===== config.mk =====
export PLATFORM = sky130hd
export DESIGN_NAME = instr_fetch_unit
export DESIGN_NICKNAME = d
export VERILOG_FILES = /design/src/rtl/instr_fetch_unit.sv
export SDC_FILE = /design/constraint.sdc
export NUM_CORES = 1
export LEC_CHECK = 0
export BUFFER_PORTS_ARGS = -buffer_cell sky130_fd_sc_hd__buf_2
export CORE_UTILIZATION = 50
export DETAILED_ROUTE_END_ITERATION = 10
export PLACE_DENSITY_LB_ADDON = 0.3
export REMOVE_ABC_BUFFERS = 1
export SYNTH_ARGS = -nofsm -noshare
export SYNTH_HDL_FRONTEND = slang
export SYNTH_SLANG_ARGS = --single-unit

===== constraint.sdc =====
create_clock -name clk -period 8.9 [get_ports clk]
set_clock_uncertainty 0.05 [all_clocks]
set_input_delay 1.335 -clock clk [delete_from_list [all_inputs] [get_ports clk]]
set_output_delay 1.335 -clock clk [all_outputs]
set_load 0.01 [all_outputs]

===== src/rtl/instr_fetch_unit.sv =====
// Instruction fetch front end: owns the PC, fetches one word per req/ack handshake,
// holds it for the decoder until downstream retires it, then selects the next PC.
module instr_fetch_unit #(
    parameter logic [31:0] RESET_PC = 32'h0000_0000,
    parameter int          CNT_W    = 32
) (
    input  logic             clk,
    input  logic             rst,
    output logic             imem_req,
    output logic [31:0]      imem_addr,
    input  logic             imem_ack,
    input  logic [31:0]      imem_rdata,
    output logic [31:0]      instr,
    output logic [5:0]       op_code,
    output logic [5:0]       funct,
    output logic             instr_valid,
    input  logic             instr_accept,
    input  logic             jump,
    input  logic             branch,
    input  logic             zero,
    output logic [31:0]      pc,
    output logic [31:0]      pc_plus4,
    output logic [CNT_W-1:0] retired
);

    typedef enum logic [1:0] {
        ST_BOOT  = 2'd0,
        ST_FETCH = 2'd1,
        ST_HOLD  = 2'd2
    } state_t;

    state_t           state_q, state_d;
    logic [31:0]      pc_q, pc_d;
    logic [31:0]      instr_q, instr_d;
    logic             valid_q, valid_d;
    logic             req_q, req_d;
    logic [CNT_W-1:0] retired_q, retired_d;

    logic             load_s;
    logic             retire_s;
    logic [31:0]      pc_plus4_s;
    logic [31:0]      jump_tgt_s;
    logic [31:0]      br_off_s;
    logic [31:0]      br_tgt_s;
    logic [31:0]      next_pc_s;

    // State register and datapath registers; reset wins over any pending ack/accept.
    always_ff @(posedge clk) begin
        if (rst) begin
            state_q   <= ST_BOOT;
            pc_q      <= RESET_PC;
            instr_q   <= 32'h0000_0000;
            valid_q   <= 1'b0;
            req_q     <= 1'b0;
            retired_q <= {CNT_W{1'b0}};
        end else begin
            state_q   <= state_d;
            pc_q      <= pc_d;
            instr_q   <= instr_d;
            valid_q   <= valid_d;
            req_q     <= req_d;
            retired_q <= retired_d;
        end
    end

    // Next-state logic.
    always_comb begin
        state_d = state_q;
        case (state_q)
            ST_BOOT: state_d = ST_FETCH;
            ST_FETCH: begin
                if (imem_ack) begin
                    state_d = ST_HOLD;
                end else begin
                    state_d = ST_FETCH;
                end
            end
            ST_HOLD: begin
                if (instr_accept) begin
                    state_d = ST_FETCH;
                end else begin
                    state_d = ST_HOLD;
                end
            end
            default: state_d = ST_BOOT;
        endcase
    end

    // Per-state strobes: ack only matters in FETCH, accept only in HOLD.
    always_comb begin
        load_s   = 1'b0;
        retire_s = 1'b0;
        case (state_q)
            ST_FETCH: load_s   = imem_ack;
            ST_HOLD:  retire_s = instr_accept;
            default: begin
                load_s   = 1'b0;
                retire_s = 1'b0;
            end
        endcase
    end

    assign pc_plus4_s = pc_q + 32'd4;
    assign jump_tgt_s = {pc_plus4_s[31:28], instr_q[25:0], 2'b00};
    assign br_off_s   = {{14{instr_q[15]}}, instr_q[15:0], 2'b00};
    assign br_tgt_s   = pc_plus4_s + br_off_s;

    // Next-PC priority: jump, then taken branch, then sequential.
    always_comb begin
        if (jump) begin
            next_pc_s = jump_tgt_s;
        end else if (branch && zero) begin
            next_pc_s = br_tgt_s;
        end else begin
            next_pc_s = pc_plus4_s;
        end
    end

    // Datapath next values; req/valid are registered copies of the upcoming state.
    always_comb begin
        if (retire_s) begin
            pc_d      = next_pc_s;
            retired_d = retired_q + {{(CNT_W-1){1'b0}}, 1'b1};
        end else begin
            pc_d      = pc_q;
            retired_d = retired_q;
        end
        if (load_s) begin
            instr_d = imem_rdata;
        end else begin
            instr_d = instr_q;
        end
        req_d   = (state_d == ST_FETCH);
        valid_d = (state_d == ST_HOLD);
    end

    assign imem_req    = req_q;
    assign imem_addr   = pc_q;
    assign instr       = instr_q;
    assign op_code     = instr_q[31:26];
    assign funct       = instr_q[5:0];
    assign instr_valid = valid_q;
    assign pc          = pc_q;
    assign pc_plus4    = pc_plus4_s;
    assign retired     = retired_q;

endmodule


-- After elaboration in Yosys (flattened, before gate mapping)
Index checks and enable logic that the tools add are counted.
- logic and storage cells: 22
- output and inout port bits: 174
- register bits after elaboration: 100
- input port bits: 39
- reductions and logical operators: 2
- $add $sub $neg: 3
- muxes and demuxes: 7
- equality and inequality tests: 4
- operator list (kind ; number):
    32-bit 2-to-1 mux ; 2
    32-bit by 1-bit adder with 32-bit output (second input constant) ; 1
    32-bit by 3-bit adder with 32-bit output (second input constant) ; 1
    32-bit adder ; 1
    2-bit one-hot mux with 3 select lines ; 1
    2-bit by 1-bit equality test with 1-bit output (second input constant) ; 2
    2-bit equality test (second input constant) ; 2
    2-bit 2-to-1 mux ; 2
    2-bit zero test ; 1
    1-bit 2-to-1 mux ; 2
    1-bit logical AND ; 1

-- Logic depth before layout (Yosys ltp)
Gate-level depths: netlist of run 1.
- depth in word-level cells: 4
- depth in mapped cells: 17
- mapped depth without buffers: 17

-- Least setup slack after synthesis of run 1
No wires, ideal clock.
- path kind: reg2reg
- start point: register pc_q[8] (netlist: imem_addr[8])
- end point: register pc_q[31] (netlist: imem_addr[31])
- path buffers: 0
- library setup time: 59 ps
- cell stages (with the launch flop): 16
- arrival: 3995 ps
- required time: 8791 ps
- setup slack: 4797 ps
- period minus slack after synthesis: 4103 ps
- cell sequence: dfxtp_1 and4_1 nand4_1 nor3_2 nand3_1 xnor2_1 ha_1 a21o_1 a21o_1 a21o_1 a221o_1 or3_1 o2111a_1 a211o_1 mux2_4 nand2_2
- longest elaborated chain between the ends: 4
- RTL lines (element ; RTL line ; RTL):
    from (decl) ; 33 ; logic [31:0] pc_q, pc_d;
    from (signal assigned) ; 58 ; pc_q <= pc_d;
    32-bit by 3-bit adder with 32-bit output ; 103 ; assign pc_plus4_s = pc_q + 32'd4;
    named net pc_plus4[22] ; 22 ; output logic [31:0] pc_plus4,
    32-bit adder ; 106 ; assign br_tgt_s = pc_plus4_s + br_off_s;
    32-bit 2-to-1 mux ; 112 ; end else if (branch && zero) begin
    32-bit 2-to-1 mux ; 110 ; if (jump) begin
The timed path passes the listed nets, and every way through them passes these cells.
A chain may end at the register's enable or synchronous reset.

-- Final worst setup path of run 1
- start point: register pc_q[10] (netlist: imem_addr[10])
- end point: register pc_q[29] (netlist: imem_addr[29])
- longest elaborated chain between the ends: 4
- RTL lines (element ; RTL line):
    32-bit by 3-bit adder with 32-bit output * ; 103
    32-bit adder ; 106
    32-bit 2-to-1 mux ; 112
    32-bit 2-to-1 mux * ; 110
Mark *: on every way between the ends. The rest lies on a longest branch, timed or not.

==> reports/metrics.cfg, run 1 <==
[grt]
grt_max_degree = 58
grt_pass1_vias = 5925
antenna_found_initial = 0
grt_pass1_wl_microns = 29900
gr-total-overflow = 0
grt_use_total_pct = 27.9

[cts]
post_cts_buffers = 0
htree_levels = 3
clock-sinks = 98
clk_path_buf_depth = 2
path_clk_slew_ps = 70
cts_hold_buf = 0
post_cts_resized = 0
clk_latency_ps = 360
cts_buffers = 9
cts_tree = yes
clockRootBuffer = clkbuf_16

[layout]
layout-drive-gt1-share_pct = 24.7
n_antenna_cell = 0
fill_cells = 1190
multiInputGateArea_sq_um = 4160
finalNonFillerCells = 1180
area_delta_synth_final_pct = 17.0
regArea_sq_um = 1960
layout.nets = 1081

[setup_path]
cp-end-kind = flop
cp.required_ps = 9120
worstPathArrival_ps = 4610
cp_slowest_cell = dfxtp_1
start_kind = flop
crit_top_cell = a21o_1
cpPeakStageDelay_ps = 450
critPathMaxFanout = 7
cp_cell_sequence = and4_1, nand4_1, nor3_2, nand3_1, xnor2_1, ha_1, a21o_1, a21o_1, a21o_1, a221o_1, or3_1, o21ai_0, xnor2_1, nand2_1, a311oi_2
critPathKind = flop to flop

[sta]
fin_ws_ps = 4510
fin_crit_ps = 4390
tns_ps = 0
tightest_slew_ps = 994
setup_violations = 0
finalCritPeriodShare_pct = 49.3
slew_headroom_pct = 33.5
timing.fmax_mhz = 228
hold_violations = 0
rsz0062_at_grt = no
finalMaxSlewViolations = 0

[pwr]
pwr-share-seq_pct = 46.8
net-switching-power_w = 0.000269
p_sw_share_pct = 27.4
p_comb_share_pct = 12.0
power_frac_clock_pct = 41.2
p_int_w = 0.000713
ir_drop_mv = 0.0850
powerDensity_nw_per_um2 = 126
leakage_nw = 3.76

[routing]
firstDrtPassIters = 5
ant_nets = 0
via_count = 6626
avgViaCountPerCell = 5.62
wl_microns = 19000
drc_errors = 0
avgRoutedWirePerCell_microns = 16.1
first_iter_violations = 395

[synthesis]
synth-seq-cells = 98
yosysUniqueCellTypes = 69
synth.yosys.seq_area_share_pct = 29.5
mappedNetlistArea_sq_um = 6650
syn-instance-count = 858
synth-main-ff-cell = dfxtp_1
synth_edf_count = 0
async_flop_share_pct = 0
synth.avg_cell_area_sq_um = 7.74
synth_warnings = 0

[worst_hold_path]
min_path_type = flop to flop

[placement]
gp_congestion = 0.920
pre_cts_slack_ps = 4610
dp.cells = 1164
portBuffers = 206
dp_hpwl_microns = 13900

[run_status]
status = finished, final reports clean

[die]
io-pin-count = 213
row_count = 41
fp.dieH_microns = 117
die_w_microns = 117
dieArea_sq_um = 13800
start_util_pct = 52.0
coreArea_sq_um = 12800

[flow_run]
drv_cap = 0

-- routing by layer --
layer  global-route usage [%]  vias up  routed length, microns
met5                        0        -                       0
met4                     9.37        0                     338
met3                     5.72       28                    1280
met2                     44.6      252                    8560
met1                     37.4     3075                    8830
li1                         -     3271                       -
-- cell usage in the layout, fill, tap and decap left out, drive strengths merged, types with 15 or more instances in the layout --
cell   Yosys  routed
a21o      23      23
and3      17      17
nand2    136     136
ha        38      38
nor2      76      76
xor2      32      32
nand4     15      15
nand3     30      30
xnor2     39      39
buf       53     214
dfxtp     98      98
o21ai     32      32
a21oi     84      84
-- critical path, delay by kind of cell (launching register included) --
| family | cells | cell delay [ps] |
|---|---|---|
| AO/OA/AOI/OAI | 6 | 1460 |
| adder cells (fa/ha/maj) | 1 | 370 |
| flip-flops | 1 | 450 |
| AND/OR/NAND/NOR | 6 | 1530 |
| XOR/XNOR | 2 | 460 |
-- synth_stat cells, types with 3 or more instances --
cell type	count	share of area, %
xnor2_1	37	4.9
a22o_1	3	0.40
clkbuf_1	32	1.8
and3_1	17	1.6
nor2b_1	3	0.28
nor3_1	12	0.90
o211ai_1	14	1.6
xor2_1	32	4.2
a32o_1	4	0.60
o21bai_1	3	0.34
o311ai_0	3	0.40
a31oi_1	5	0.47
nand2b_1	3	0.28
nand4_1	15	1.4
a211oi_1	12	1.4
a21o_1	23	2.6
and2_1	9	0.85
nand2_1	135	7.6
ha_1	38	7.2
nor2_1	75	4.2
or2_2	3	0.28
dfxtp_1	98	30
and4_1	6	0.79
o21ai_0	31	2.3
buf_1	4	0.23
a21oi_1	84	6.3
or3_1	10	0.94
inv_1	11	0.62
nand3_1	28	2.1
buf_4	49	5.5
mux2i_1	6	0.90
-- sequential cells by signal, summed over array words and instances, names as in the netlist --
| name | cells |
|---|---|
| instr_valid | 1 |
| instr | 32 |
| state_q | 2 |
| imem_addr | 30 |
| retired | 32 |
| imem_req | 1 |
-- stage by stage --
stage	power, W	cell area, sq um	util, %	hold slack (ps)
2_1_floorplan	0.000533	6160	-	432
5_1_grt	0.00102	7770	60.8	443
6_report	0.000983	7770	60.8	423
4_1_cts	0.000985	7770	60.8	423
3_3_place_gp	0.000585	7470	58.5	404
3_5_place_dp	0.000586	7470	58.5	412
-- power by group through the flow --
stage                      logic, W  registers [W]  clock network (W)
after floorplan           0.0000583       0.000475                  0
after global placement     0.000116       0.000469                  0
after detailed placement   0.000116       0.000470                  0
after CTS                  0.000117       0.000460           0.000409
after global routing       0.000130       0.000461           0.000427
final                      0.000118       0.000460           0.000405
-- logic make-up (layout without fill, tap and decap cells) --
logic type | after synthesis | in the layout | synth area share (%)
and+or+nand+nor | 331 | 331 | 23.3
AOI/OAI and AO/OA | 214 | 214 | 20.7
muxes | 7 | 7 | 1.13
adders and majority gates | 39 | 39 | 7.46
other | 1 | 6 | 0.0564
xor gates and xnor gates | 71 | 71 | 9.58
buffers and inverters | 97 | 242 | 8.25
DFF | 98 | 98 | 29.5
-- worst paths after layout --
check | depth (start not counted) | slack, ps | start | end
setup / recovery | 15 | 4510 | imem_addr[10] | imem_addr[29]
hold / removal | 2 | 420 | instr[28] | instr[28]
setup reg to reg | 15 | 4510 | imem_addr[10] | imem_addr[29]
hold reg to reg | 2 | 420 | instr[28] | instr[28]
-- cell type report --
class / count / area share [%]
multi-input combinational: 668 / 53.5
clock inverter: 6 / 0.950
sequential: 98 / 25.2
timing repair buffer: 214 / 14.0
inverter: 12 / 0.580
tap: 172 / 2.77
clock buffer: 10 / 2.95
Note: power is estimated with default switching activity, not from simulation.
==> inputs of run 2 (changes only) <==
ABC_AREA = 1   (was default)
clock period = 4.2 ns   (was 8.9 ns; I/O delays follow)
==> reports/metrics.cfg, run 2 <==
[layout]
finalNonFillerCells = 1728
layout.nets = 1590
area_delta_synth_final_pct = 14.7
final_cell_mix = nand2_1, buf_2, inv_1
layout-drive-gt1-share_pct = 16.9
fill_cells = 1603
final_cell_area_sq_um = 9160
final_common_cell = nand2_1
n_antenna_cell = 0

[setup_path]
crit_top_cell = nand2_1
cp-end-kind = flop
cp_slowest_cell = dfxtp_1
cp_cell_sequence = ha_1, inv_1, nor2_1, nand4_1, inv_1, nand3_1, o21ai_1, inv_1, ha_1, nand2_1, nor2_1, nand2_1, inv_1, nand3_1, nand3_1, nand2_1, nand3_1, nand2_1, nand2_1, a21oi_1
worstPathArrival_ps = 3770
cp_num_buf_inv = 4
critPathMaxFanout = 8
cp.required_ps = 4370
r2r_setup_slack_ps = 600
cpPeakStageDelay_ps = 500
start_kind = flop
critPathKind = flop to flop
path_delay_family = simple AND/OR/NAND/NOR gates

[placement]
dp.cells = 1712
portBuffers = 206
gp_congestion = 0.968
placed_area_sq_um = 8870
dp_hpwl_microns = 20000

[routing]
firstDrtPassIters = 5
avgRoutedWirePerCell_microns = 14.9
via_count = 9086
wl_microns = 25700
first_iter_violations = 700
ant_nets = 0
drc_errors = 0
avgViaCountPerCell = 5.26

[cts]
cts_hold_buf = 0
path_clk_slew_ps = 70
clock-sinks = 98
clk_path_buf_depth = 2
post_cts_resized = 0
cts_buffers = 9
htree_levels = 3
cts_tree = yes
post_cts_buffers = 0
clockRootBuffer = clkbuf_16
clk_latency_ps = 360

[flow_run]
drv_cap = 0

[sta]
rsz0062_at_grt = no
setup_violations = 0
timing.fmax_mhz = 278
slew_headroom_pct = 20.0
tns_ps = 0
tightest_slew_ps = 1200
hold_violations = 0
finalCritPeriodShare_pct = 85.6
fin_crit_ps = 3600
finalMaxSlewViolations = 0

[pwr]
ir_drop_mv = 0.232
power.total_w = 0.00214
p_sw_share_pct = 30.5
power_frac_clock_pct = 38.6
p_int_w = 0.00148
leakage_nw = 4.80
net-switching-power_w = 0.000651
powerDensity_nw_per_um2 = 233
pwr-share-seq_pct = 46.6
p_comb_share_pct = 14.8

[grt]
grt_max_degree = 50
grt_use_total_pct = 31.5
antenna_found_initial = 0
gr-total-overflow = 0
grt_pass1_vias = 8129
grt_pass1_wl_microns = 40800

[die]
io-pin-count = 213
fp.dieH_microns = 128
start_util_pct = 51.9
coreArea_sq_um = 15400
row_count = 45
dieArea_sq_um = 16500
die_w_microns = 128

[synthesis]
synth_warnings = 0
post-synth-top-count-cell = nand2_1
mappedNetlistArea_sq_um = 7980
synth_top_cell_area_share_pct = 24.6
async_flop_share_pct = 0
synth_edf_count = 0
synth.avg_cell_area_sq_um = 5.85
synth-main-ff-cell = dfxtp_1
synth_common_cells = nand2_1, inv_1, nor2_1
syn-instance-count = 1364
synth-seq-cells = 98
yosysTopAreaCell = dfxtp_1
synth_area_leaders = dfxtp_1, nand2_1, inv_1
synth.yosys.seq_area_share_pct = 24.6
yosysUniqueCellTypes = 36

[run_status]
status = finished, final reports clean

[worst_hold_path]
min_path_type = flop to flop

-- run 2: path summary, 6_finish.rpt --
check | start | end | depth (start not counted)
hold reg to reg | instr[24] | instr[24] | 2
setup reg to reg | imem_addr[2] | imem_addr[23] | 20
setup / recovery | imem_addr[2] | imem_addr[23] | 20
hold / removal | instr[24] | instr[24] | 2
-- run 2: worst reg2reg max path, stage by stage (launching register included) --
cell	delay, ps
dfxtp_1	500
ha_1	240
inv_1	50
nor2_1	330
nand4_1	180
inv_1	90
nand3_1	90
o21ai_1	230
inv_1	110
ha_1	380
nand2_1	120
nor2_1	240
nand2_1	80
inv_1	80
nand3_1	140
nand3_1	190
nand2_1	70
nand3_1	90
nand2_1	90
nand2_1	60
a21oi_1	50
-- run 2: cell families (layout without fill, tap and decap cells) --
logic type	Yosys count	in the layout	share of synthesized area, %
flip-flops	98	98	24.6
AO/OA/AOI/OAI	185	185	12.0
other	1	6	0.0470
buffers and inverters	268	416	14.9
AND/OR/NAND/NOR	742	742	38.9
XOR/XNOR	31	31	3.40
adder cells (fa/ha/maj)	39	39	6.21
-- run 2: layout make-up --
class                   count  area (sq um)  area share (%)
repair buffers            215          1100            12.0
well taps                 211           264            2.88
flip-flops and latches     98          1960            21.4
multi-input cells        1003          4850            53.0
inverters                 185           694            7.59
clock buffers               9           225            2.46
clock inverters             7          56.3           0.615
-- run 2: power by group through the flow --
stage | Combinational (W) | Sequential (W) | Clock [W]
after detailed placement | 0.000312 | 0.00102 | 0
after global routing | 0.000353 | 0.000999 | 0.000867
final | 0.000316 | 0.000995 | 0.000824
after global placement | 0.000308 | 0.00101 | 0
after CTS | 0.000313 | 0.000994 | 0.000829
after floorplan | 0.000158 | 0.00103 | 0
-- run 2: per-stage QoR --
stage / utilization, % / hold WS, ps / setup WS, ps
floorplan: - / 440 / 1250
global placement: 57.7 / 410 / 708
detailed placement: 57.7 / 414 / 661
CTS: 59.6 / 425 / 658
global route: 59.6 / 449 / 320
finish: 59.6 / 421 / 605
-- run 2: metal layers --
layer	global-route usage [%]	share of wire [%]	vias to the layer above
met4	9.76	2.4	0
met3	6.11	8.2	46
met1	41.7	44	4110
met5	0	0	-
li1	-	-	4560
met2	51.6	45	370
==> inputs of run 3 (changes only) <==
clock period = 3.8 ns   (was 4.2 ns; I/O delays follow)
==> reports/metrics.cfg, run 3 (same netlist as run 2, synthesis figures left out) <==
[run_status]
status = finished, final reports clean

[die]
io-pin-count = 213
die_w_microns = 128
row_count = 45
coreArea_sq_um = 15400
dieArea_sq_um = 16500
start_util_pct = 51.9
fp.dieH_microns = 128

[setup_path]
critPathMaxFanout = 8
cpPeakStageDelay_ps = 490
cp-end-kind = flop
critPathKind = flop to flop
start_kind = flop
crit_top_cell = nand2_1
cp_slowest_cell = dfxtp_1
reg2reg_depth = 17
cp_cell_sequence = ha_1, inv_1, nor2_2, nand2_1, xnor2_1, ha_1, nand2_1, inv_1, nand2_1, nand2_1, inv_1, nand3_1, or2_2, nand3_1, nand3_1, nand2_1, a21oi_1
cp.required_ps = 3960
worstPathArrival_ps = 3620

[routing]
avgViaCountPerCell = 5.27
drc_errors = 0
via_count = 9118
firstDrtPassIters = 8
wl_microns = 25800
ant_nets = 0
avgRoutedWirePerCell_microns = 14.9
first_iter_violations = 730

[layout]
layout.nets = 1593
area_delta_synth_final_pct = 14.9
final_cell_mix = nand2_1, buf_2, inv_1
finalNonFillerCells = 1730
layout-drive-gt1-share_pct = 17.1
final_common_cell = nand2_1
regArea_sq_um = 1960
multiInputGateArea_sq_um = 4860
n_antenna_cell = 0
fill_cells = 1558

[cts]
clk_latency_ps = 360
clk_path_buf_depth = 2
clock-sinks = 98
htree_levels = 3
cts_hold_buf = 0
cts_buffers = 9
clockRootBuffer = clkbuf_16
cts_tree = yes
path_clk_slew_ps = 70

[flow_run]
drv_cap = 0

[pwr]
powerDensity_nw_per_um2 = 257
leakage_nw = 4.81
ir_drop_mv = 0.291
pwr-share-seq_pct = 46.5
p_int_w = 0.00165
power.total_w = 0.00236
power_frac_clock_pct = 38.6
p_comb_share_pct = 14.9
net-switching-power_w = 0.000708
p_sw_share_pct = 30.0

[sta]
setup_violations = 0
rsz0062_at_grt = no
tns_ps = 0
fin_crit_ps = 3470
finalCritPeriodShare_pct = 91.2
tightest_slew_ps = 1150
timing.fmax_mhz = 289
slew_headroom_pct = 23.5
hold_violations = 0
finalMaxSlewViolations = 0

[placement]
gp_congestion = 0.975
dp.cells = 1715
dp_hpwl_microns = 19900
portBuffers = 206

[grt]
grt_pass1_wl_microns = 40600
gr-total-overflow = 0
grt_pass1_vias = 8129
grt_max_degree = 60
antenna_found_initial = 0
grt_use_total_pct = 31.4

[worst_hold_path]
hold_depth = 3
min_path_type = input pin to flop

-- run 3: critical path: cells and delay by family, from the launching register on --
kind            cells  cell delay (ps)
compound gates      1               70
xor+xnor            1              370
fa+ha+maj           2              590
buf+inv             3              180
flops               1              490
simple gates       10             1580
-- run 3: through the flow --
step                      setup WS, ps  hold WS, ps  utilization (%)  cell area (sq um)
after floorplan                    850          440                -               7510
after global placement             359          411             57.9               8900
after detailed placement           332          417             57.9               8900
after CTS                          315          379             59.7               9170
after global routing              48.0          378             59.7               9180
final                              335          382             59.7               9180
-- run 3: final cells by class --
class	instances	area share [%]
Sequential cell	98	21.4
Timing Repair Buffer	218	12.2
Tap cell	211	2.88
Multi-Input combinational cell	1003	52.9
Clock buffer	10	2.60
Clock inverter	5	0.423
Inverter	185	7.57
-- run 3: path summary, 6_finish.rpt --
check | from | end | slack, ps
hold / removal | imem_rdata[2] | instr[2] | 380
setup reg to reg | imem_addr[2] | imem_addr[11] | 330
hold reg to reg | instr[24] | instr[24] | 420
setup / recovery | imem_addr[2] | imem_addr[11] | 330
-- run 3: per-layer routing --
| metal | GRT usage (%) | up-vias | wire length, microns |
|---|---|---|---|
| met1 | 40.9 | 4096 | 11300 |
| li1 | - | 4567 | - |
| met4 | 11.9 | 0 | 758 |
| met3 | 7.36 | 53 | 2260 |
| met5 | 0 | - | 0 |
| met2 | 50.5 | 402 | 11500 |
-- run 3: repair_timing --
action	4_1_cts	5_1_grt
setup buffers	0	0
endpoints found under the setup margin	0	5
gates resized for setup	0	1
-- run 3: power by group through the flow --
stage | combinational (W) | sequential (W) | clock, W
3_3_place_gp | 0.000344 | 0.00112 | 0
4_1_cts | 0.000348 | 0.00110 | 0.000912
2_1_floorplan | 0.000174 | 0.00114 | 0
3_5_place_dp | 0.000347 | 0.00112 | 0
5_1_grt | 0.000391 | 0.00110 | 0.000950
6_report | 0.000352 | 0.00110 | 0.000910
